## config.mk

```make
export PLATFORM = sky130hd
export DESIGN_NAME = piso_serializer
export DESIGN_NICKNAME = d
export VERILOG_FILES = /design/src/rtl/piso_serializer.sv
export SDC_FILE = /design/constraint.sdc
export NUM_CORES = 1
export LEC_CHECK = 0
export ABC_AREA = 1
export CORE_AREA = 2 2 45 47
export DETAILED_ROUTE_END_ITERATION = 8
export DIE_AREA = 0 0 47 49
export PLACE_DENSITY = 0.7
export SLEW_MARGIN = 10
export SYNTH_ARGS = -nofsm -noshare
export SYNTH_HDL_FRONTEND = slang
export SYNTH_SLANG_ARGS = --single-unit
```

## constraint.sdc

```tcl
create_clock -name clk -period 3.1 [get_ports clk]
set_input_delay 0.62 -clock clk [delete_from_list [all_inputs] [get_ports clk]]
set_output_delay 0.62 -clock clk [all_outputs]
set_load 0.02 [all_outputs]
```

## src/rtl/piso_serializer.sv

```systemverilog
`default_nettype none
// ============================================================================
//  Module      : piso_serializer
//  Description : Parallel-in / serial-out stage. Accepts one WIDTH-bit word
//                over a valid/ready handshake, then shifts it out one bit per
//                ser_en strobe and pulses done after the final bit.
//  Revision    : 1.0  initial release
// ----------------------------------------------------------------------------
//  Ports
//    clk        in   1      rising-edge clock
//    reset      in   1      asynchronous, active-high reset
//    par_valid  in   1      word on par_data is valid
//    par_data   in   WIDTH  parallel word, sampled only on acceptance
//    par_ready  out  1      block can accept a word (combinational)
//    ser_en     in   1      shift strobe; current bit consumed when high
//    ser_out    out  1      serial data bit (registered)
//    ser_valid  out  1      ser_out carries a payload bit (registered)
//    busy       out  1      high while shifting and in the done cycle
//    done       out  1      one-cycle pulse after the final bit
// ============================================================================
module piso_serializer #(
   parameter int WIDTH      = 8,
   parameter bit MSB_FIRST  = 1'b1,
   parameter bit IDLE_LEVEL = 1'b0
) (
   input  logic             clk,
   input  logic             reset,
   input  logic             par_valid,
   input  logic [WIDTH-1:0] par_data,
   output logic             par_ready,
   input  logic             ser_en,
   output logic             ser_out,
   output logic             ser_valid,
   output logic             busy,
   output logic             done
);

   localparam int                CNT_W    = $clog2(WIDTH + 1);
   localparam logic [CNT_W-1:0] CNT_LOAD = CNT_W'(WIDTH);
   localparam logic [CNT_W-1:0] CNT_LAST = CNT_W'(1);

   typedef enum logic [1:0] {
      S_IDLE  = 2'd0,
      S_SHIFT = 2'd1,
      S_DONE  = 2'd2
   } state_t;

   state_t             state, state_nxt;
   logic [WIDTH-1:0]   sreg, sreg_nxt;
   logic [CNT_W-1:0]   bit_cnt, bit_cnt_nxt;
   logic               ser_out_nxt, ser_valid_nxt, busy_nxt, done_nxt;

   // Bit-order dependent pieces: the shifted register image, the bit that
   // appears on ser_out right after acceptance, and the bit that appears
   // after the next shift.
   logic [WIDTH-1:0]   shifted;
   logic               first_bit;
   logic               next_bit;

   generate
      if (MSB_FIRST) begin : g_msb_first
         assign shifted   = {sreg[WIDTH-2:0], 1'b0};
         assign first_bit = par_data[WIDTH-1];
         assign next_bit  = shifted[WIDTH-1];
      end else begin : g_lsb_first
         assign shifted   = {1'b0, sreg[WIDTH-1:1]};
         assign first_bit = par_data[0];
         assign next_bit  = shifted[0];
      end
   endgenerate

   // Ready is combinational so the upstream register sees it in the very
   // first cycle after reset release; it is forced low while reset is held.
   assign par_ready = (state == S_IDLE) && !reset;

   // State and output registers
   always_ff @(posedge clk or posedge reset) begin
      if (reset) begin
         state     <= S_IDLE;
         sreg      <= '0;
         bit_cnt   <= '0;
         ser_out   <= IDLE_LEVEL;
         ser_valid <= 1'b0;
         busy      <= 1'b0;
         done      <= 1'b0;
      end else begin
         state     <= state_nxt;
         sreg      <= sreg_nxt;
         bit_cnt   <= bit_cnt_nxt;
         ser_out   <= ser_out_nxt;
         ser_valid <= ser_valid_nxt;
         busy      <= busy_nxt;
         done      <= done_nxt;
      end
   end

   // Next-state and next-output logic
   always_comb begin
      state_nxt     = state;
      sreg_nxt      = sreg;
      bit_cnt_nxt   = bit_cnt;
      ser_out_nxt   = ser_out;
      ser_valid_nxt = ser_valid;
      busy_nxt      = busy;
      done_nxt      = 1'b0;

      case (state)
         S_IDLE: begin
            if (par_valid) begin
               // First bit is presented from the acceptance edge onward.
               state_nxt     = S_SHIFT;
               sreg_nxt      = par_data;
               bit_cnt_nxt   = CNT_LOAD;
               ser_out_nxt   = first_bit;
               ser_valid_nxt = 1'b1;
               busy_nxt      = 1'b1;
            end
         end

         S_SHIFT: begin
            if (ser_en) begin
               sreg_nxt    = shifted;
               bit_cnt_nxt = bit_cnt - CNT_LAST;
               if (bit_cnt == CNT_LAST) begin
                  // Last bit consumed: line returns to idle level, busy
                  // is kept for the single done cycle.
                  state_nxt     = S_DONE;
                  ser_out_nxt   = IDLE_LEVEL;
                  ser_valid_nxt = 1'b0;
                  done_nxt      = 1'b1;
               end else begin
                  ser_out_nxt = next_bit;
               end
            end
         end

         S_DONE: begin
            state_nxt     = S_IDLE;
            ser_out_nxt   = IDLE_LEVEL;
            ser_valid_nxt = 1'b0;
            busy_nxt      = 1'b0;
         end

         default: begin
            state_nxt     = S_IDLE;
            ser_out_nxt   = IDLE_LEVEL;
            ser_valid_nxt = 1'b0;
            busy_nxt      = 1'b0;
         end
      endcase
   end

endmodule
`default_nettype wire

```

==> flow_metrics.env, run 1 <==
export IMPL_final_hold_violation_count=0
export IMPL_ys_seq_area_frac=0.509
export IMPL_drc=0
export IMPL_insertion_delay_ns=0.29
export IMPL_die_w_um=47
export IMPL_fin_crit_ns=2.38
export IMPL_critPathKind="in2out"
export IMPL_clk_pin_slew_ns=0.09
export IMPL_root_buffer="clkbuf_4"
export IMPL_die_area_um2=2300
export IMPL_initial_core_util=0.427
export IMPL_worstPathMaxFanout=2
export IMPL_worst_slew_pin_slew_ns=0.610
export IMPL_cts_setup_buffers=0
export IMPL_yosysWarningCount=0
export IMPL_syn_inst=98
export IMPL_synth_top_area_share=0.509
export IMPL_core_um2=1840
export IMPL_maxSlewHeadroom=0.593
export IMPL_fin_nets=131
export IMPL_hold_path_class="reg2reg"
export IMPL_first_global_vias=573
export IMPL_min_period_over_period=0.767
export IMPL_cts_resized=0
export IMPL_synth_area_leader_cell="dfrtp_1"
export IMPL_port_buffers=16
export IMPL_grt_overflow_total=0
export IMPL_power_total_uw=801
export IMPL_syn_nets=112
export IMPL_h_tree_depth=1
export IMPL_vias=637
export IMPL_grt_pass1_wl_mm=2.32
export IMPL_num_io_pins=17
export IMPL_endpoint_kind="output port"
export IMPL_grt_antenna_before_repair=0
export IMPL_p_per_area_nw_per_um2=814
export IMPL_ir_worst_vdd_v=0.000468
export IMPL_status="completed"
export IMPL_cts_tree="done"
export IMPL_rsz0062_at_grt="false"
export IMPL_numCtsBuffers=3
export IMPL_start_kind="input pin"
export IMPL_synth_avg_cell_area_um2=8.03
export IMPL_first_iter_violations=4
export IMPL_grt_usage=0.140
export IMPL_wl_per_cell_um=10.4
export IMPL_dp_hpwl_mm=1.04
export IMPL_cts_hold_buf=0
export IMPL_core_rowCount=16
export IMPL_cap_violations=0
export IMPL_drive_gt1_frac=0.0609
export IMPL_p_leak_uw=0.000477
export IMPL_via_per_inst=4.49
export IMPL_yosysUniqueCellTypes=16
export IMPL_drv_slew=0
export IMPL_max_freq_ghz=0.421
export IMPL_grt_max_degree=18
export IMPL_routabilityCongestion=0.729
export IMPL_final_cells=142
export IMPL_synthesis_area_um2=787
export IMPL_cp_required_ns=2.48
export IMPL_dp_cells=139
export IMPL_wl_mm=1.48
export IMPL_num_antenna_cells=0
export IMPL_synth_seq_cells=16
export IMPL_drt_first_pass_iters=4
export IMPL_die_y_um=49
export IMPL_setup_viol=0
export IMPL_finClkSkew_ns=0.00603
export IMPL_critPathArrivalTime_ns=1.76
export IMPL_ant_nets=0
export IMPL_ctsLongestPathBuffers=2
export IMPL_cts_sinks=16
export IMPL_setup_tns_ns=0
export IMPL_syn_to_final_growth_pct=25.1
export IMPL_final_core_util=0.535
export IMPL_synth_area_leaders="dfrtp_1 (51%), nand2_1 (13%), o21ai_0 (9.5%), inv_1 (6.7%), nor2_1 (4.3%)"
==> layout by cell type (no fill, tap or decap), types with 2 or more instances in the layout <==
master           Yosys  layout
nand2_1             27      27
dfrtp_1             16      16
clkdlybuf4s50_1      0      16
o21ai_0             15      15
inv_1               14      14
nor2_1               9       9
nand3_1              5       5
clkbuf_4             0       3
nand2_2              2       2
ha_1                 2       2
==> kinds of logic after synthesis <==
kind of cell | count (synthesis) | synth area share
and+or+nand+nor | 46 | 0.248
AOI/OAI and AO/OA | 17 | 0.110
buffers and inverters | 16 | 0.0906
DFF | 16 | 0.509
adders and majority gates | 2 | 0.0318
xor gates and xnor gates | 1 | 0.0111
==> final timing paths <==
path | end | depth (start not counted) | slack, ns | start
min in group asynchronous | busy | 2 | 0.73 | reset
hold / removal | busy | 2 | 0.50 | busy
setup / recovery | par_ready | 3 | 0.72 | reset
setup reg to reg | bit_cnt[3] | 6 | 1.75 | state[1]
max in group asynchronous | bit_cnt[3] | 2 | 1.97 | reset
hold reg to reg | busy | 2 | 0.50 | busy
==> registers in the layout, summed over array words and instances, names as in the netlist <==
name       flops
sreg           7
bit_cnt        4
busy           1
done           1
ser_out        1
ser_valid      1
state          1
==> worst max-delay path, stage by stage <==
cell,delay (ns)
clkdlybuf4s50_1,0.42
nor2_1,0.11
clkdlybuf4s50_1,0.61
==> cells in the mapped netlist (all sizes together) <==
library cell  instances
nand2                30
xor2                  1
nor2                 10
o22ai                 1
nor3                  1
nand3                 5
buf                   2
o21ai                16
inv                  14
ha                    2
dfrtp                16
==> layout make-up <==
class / instances / area [um2]
Fill cell: 187 / 857
Inverter: 14 / 52.6
Clock buffer: 3 / 22.5
Sequential cell: 16 / 400
Tap cell: 27 / 33.8
Timing Repair Buffer: 16 / 160
Multi-Input combinational cell: 66 / 315
==> power by group <==
group          switching (uW)  total (uW)  internal, uW
clock                    66.0         111          45.2
sequential               39.2         328           288
combinational             222         363           141
total                     327         801           475
==> per-layer routing <==
metal,part of all wire,vias to the layer above,track usage
li1,-,341,-
met3,0.040,3,0.0222
met2,0.46,12,0.219
met5,0,-,0
met1,0.49,281,0.189
met4,0.013,0,0.0556
==> per-stage QoR <==
| step | area (um2) | hold WS (ns) | setup slack, ns |
|---|---|---|---|
| after floorplan | 787 | 0.473 | 1.57 |
| after global placement | 962 | 0.477 | 0.738 |
| after detailed placement | 962 | 0.471 | 0.718 |
| after CTS | 985 | 0.499 | 0.718 |
| after global routing | 985 | 0.537 | 0.689 |
| final | 985 | 0.497 | 0.722 |
Power figures use the tool's default switching activity.
==> run 2: changes to the inputs <==
--- a/config.mk
+++ b/config.mk
@@ -6,9 +6,9 @@
 export NUM_CORES = 1
 export LEC_CHECK = 0
 export ABC_AREA = 1
-export CORE_AREA = 2 2 45 47
+export CORE_AREA = 2 2 46 48
 export DETAILED_ROUTE_END_ITERATION = 8
-export DIE_AREA = 0 0 47 49
+export DIE_AREA = 0 0 48 50
 export PLACE_DENSITY = 0.7
 export SLEW_MARGIN = 10
 export SYNTH_ARGS = -nofsm -noshare
==> constraint.sdc (replaced) <==
create_clock -name clk -period 2.01 [get_ports clk]
set_input_delay 0.402 -clock clk [delete_from_list [all_inputs] [get_ports clk]]
set_output_delay 0.402 -clock clk [all_outputs]
set_load 0.02 [all_outputs]
==> flow_metrics.env, run 2 (synthesis results as in run 1) <==
export IMPL_critPathKind="reg2out"
export IMPL_hold_path_class="reg2reg"
export IMPL_setup_viol=0
export IMPL_dp_hpwl_mm=1.12
export IMPL_placed_area_um2=962
export IMPL_routabilityCongestion=0.785
export IMPL_p_leak_uw=0.000493
export IMPL_cpPeakStageDelay_ns=0.62
export IMPL_top_regs="sreg (7), bit_cnt (4)"
export IMPL_via_per_inst=4.62
export IMPL_die_area_um2=2400
export IMPL_die_y_um=50
export IMPL_min_from="busy"
export IMPL_maxSlewHeadroom=0.585
export IMPL_internal_power_uw=732
export IMPL_h_tree_depth=1
export IMPL_cts_tree="done"
export IMPL_regArea_um2=400
export IMPL_num_antenna_cells=0
export IMPL_drt_first_pass_iters=4
export IMPL_first_iter_violations=11
export IMPL_cap_violations=0
export IMPL_min_path_cells=2
export IMPL_drv_slew=0
export IMPL_grt_usage=0.151
export IMPL_cp_slowest_cell="clkdlybuf4s50_1"
export IMPL_reg2reg_slack_ns=0.61
export IMPL_seq_power_share=0.408
export IMPL_stdcell_area_um2=987
export IMPL_cp_required_ns=1.61
export IMPL_worstPathMaxFanout=4
export IMPL_die_w_um=48
export IMPL_endpoint_kind="output port"
export IMPL_start_kind="flip-flop"
export IMPL_status="completed"
export IMPL_cts_hold_buf=0
export IMPL_r2r_end="bit_cnt[3]"
export IMPL_numCtsBuffers=3
export IMPL_core_rowCount=16
export IMPL_path_buf_inv=1
export IMPL_worstRegToRegCells=6
export IMPL_drc=0
export IMPL_critPathArrivalTime_ns=1.29
export IMPL_crit_reg2reg_launch="state[1]"
export IMPL_min_period_over_period=0.840
export IMPL_wl_mm=1.52
export IMPL_max_freq_ghz=0.593
export IMPL_p_per_area_nw_per_um2=1250
export IMPL_fin_nets=131
export IMPL_cts_resized=0
export IMPL_p_switching_uw=505
export IMPL_cp_cell_sequence="clkdlybuf4s50_1"
export IMPL_whs_ns=0.492
export IMPL_largest_reg_flops=7
export IMPL_cts_sinks=16
export IMPL_first_global_vias=639
export IMPL_grt_antenna_before_repair=0
export IMPL_worst_slew_pin_slew_ns=0.621
export IMPL_setup_tns_ns=0
export IMPL_vias=656
export IMPL_top_register="sreg"
export IMPL_comb_power_share=0.459
export IMPL_grt_overflow_total=0
export IMPL_p_clk_frac=0.133
export IMPL_ir_worst_vdd_v=0.000584
export IMPL_initial_core_util=0.414
export IMPL_final_hold_violation_count=0
export IMPL_clk_pin_slew_ns=0.09
export IMPL_finClkSkew_ns=0.00532
export IMPL_ctsLongestPathBuffers=2
export IMPL_num_io_pins=17
export IMPL_holdPathEnd="busy"
export IMPL_insertion_delay_ns=0.28
export IMPL_nFillCells=187
export IMPL_rsz0062_at_grt="false"
export IMPL_p_sw_frac=0.408
export IMPL_layout_common_cells="nand2_1 (27), dfrtp_1 (16), o21ai_0 (15), clkdlybuf4s50_1 (15), inv_1 (14)"
export IMPL_port_buffers=16
export IMPL_grt_max_degree=18
export IMPL_wl_per_cell_um=10.7
export IMPL_root_buffer="clkbuf_4"
export IMPL_syn_to_final_growth_pct=25.4
export IMPL_cts_setup_buffers=0
export IMPL_grt_pass1_wl_mm=2.55
export IMPL_drive_gt1_frac=0.0609
export IMPL_ant_nets=0
export IMPL_critical_path_top_delay_family="buffers and inverters"
export IMPL_final_common_cell="nand2_1"
export IMPL_multi_input_area_um2=315
export IMPL_fin_crit_ns=1.69
export IMPL_core_um2=1900
==> run 2: power by group through the flow <==
stage / Combinational [uW] / Clock (uW) / Sequential, uW
after floorplan: 402 / 0 / 532
after global placement: 555 / 0 / 509
after detailed placement: 575 / 0 / 513
after CTS: 579 / 174 / 507
after global routing: 655 / 194 / 521
final: 567 / 164 / 505
==> run 2: how the worst max path moves through the flow <==
stage                 to  startpoint  slack (ns)  cells past startpoint
2_1_floorplan  par_ready   ser_valid        0.69                      3
3_3_place_gp   par_ready       reset        0.08                      3
3_5_place_dp   par_ready       reset        0.08                      3
4_1_cts        par_ready    state[1]        0.05                      4
5_1_grt        ser_valid   ser_valid        0.27                      1
6_report       ser_valid   ser_valid        0.32                      1
==> run 2: metal layers <==
layer | wire length [um] | vias up | global-route usage
met5 | 0 | - | 0
met4 | 13 | 0 | 0.0676
met3 | 43 | 2 | 0.0440
met2 | 751 | 8 | 0.244
met1 | 708 | 308 | 0.176
li1 | - | 338 | -
==> run 2: stage by stage <==
stage               total power (uW)  setup WS [ns]  utilization  cells
floorplan                        934          0.693            -     98
global placement                1060         0.0815        0.506    139
detailed placement              1090         0.0762        0.506    139
CTS                             1260         0.0462        0.518    142
global route                    1370          0.271        0.519    142
finish                          1240          0.322        0.519    142
==> run 2: cell type report <==
cell class,instances,share of cell area
Clock buffer,3,0.0228
Inverter,14,0.0532
Multi-Input combinational cell,66,0.319
Sequential cell,16,0.406
Tap cell,27,0.0342
Timing Repair Buffer,16,0.165
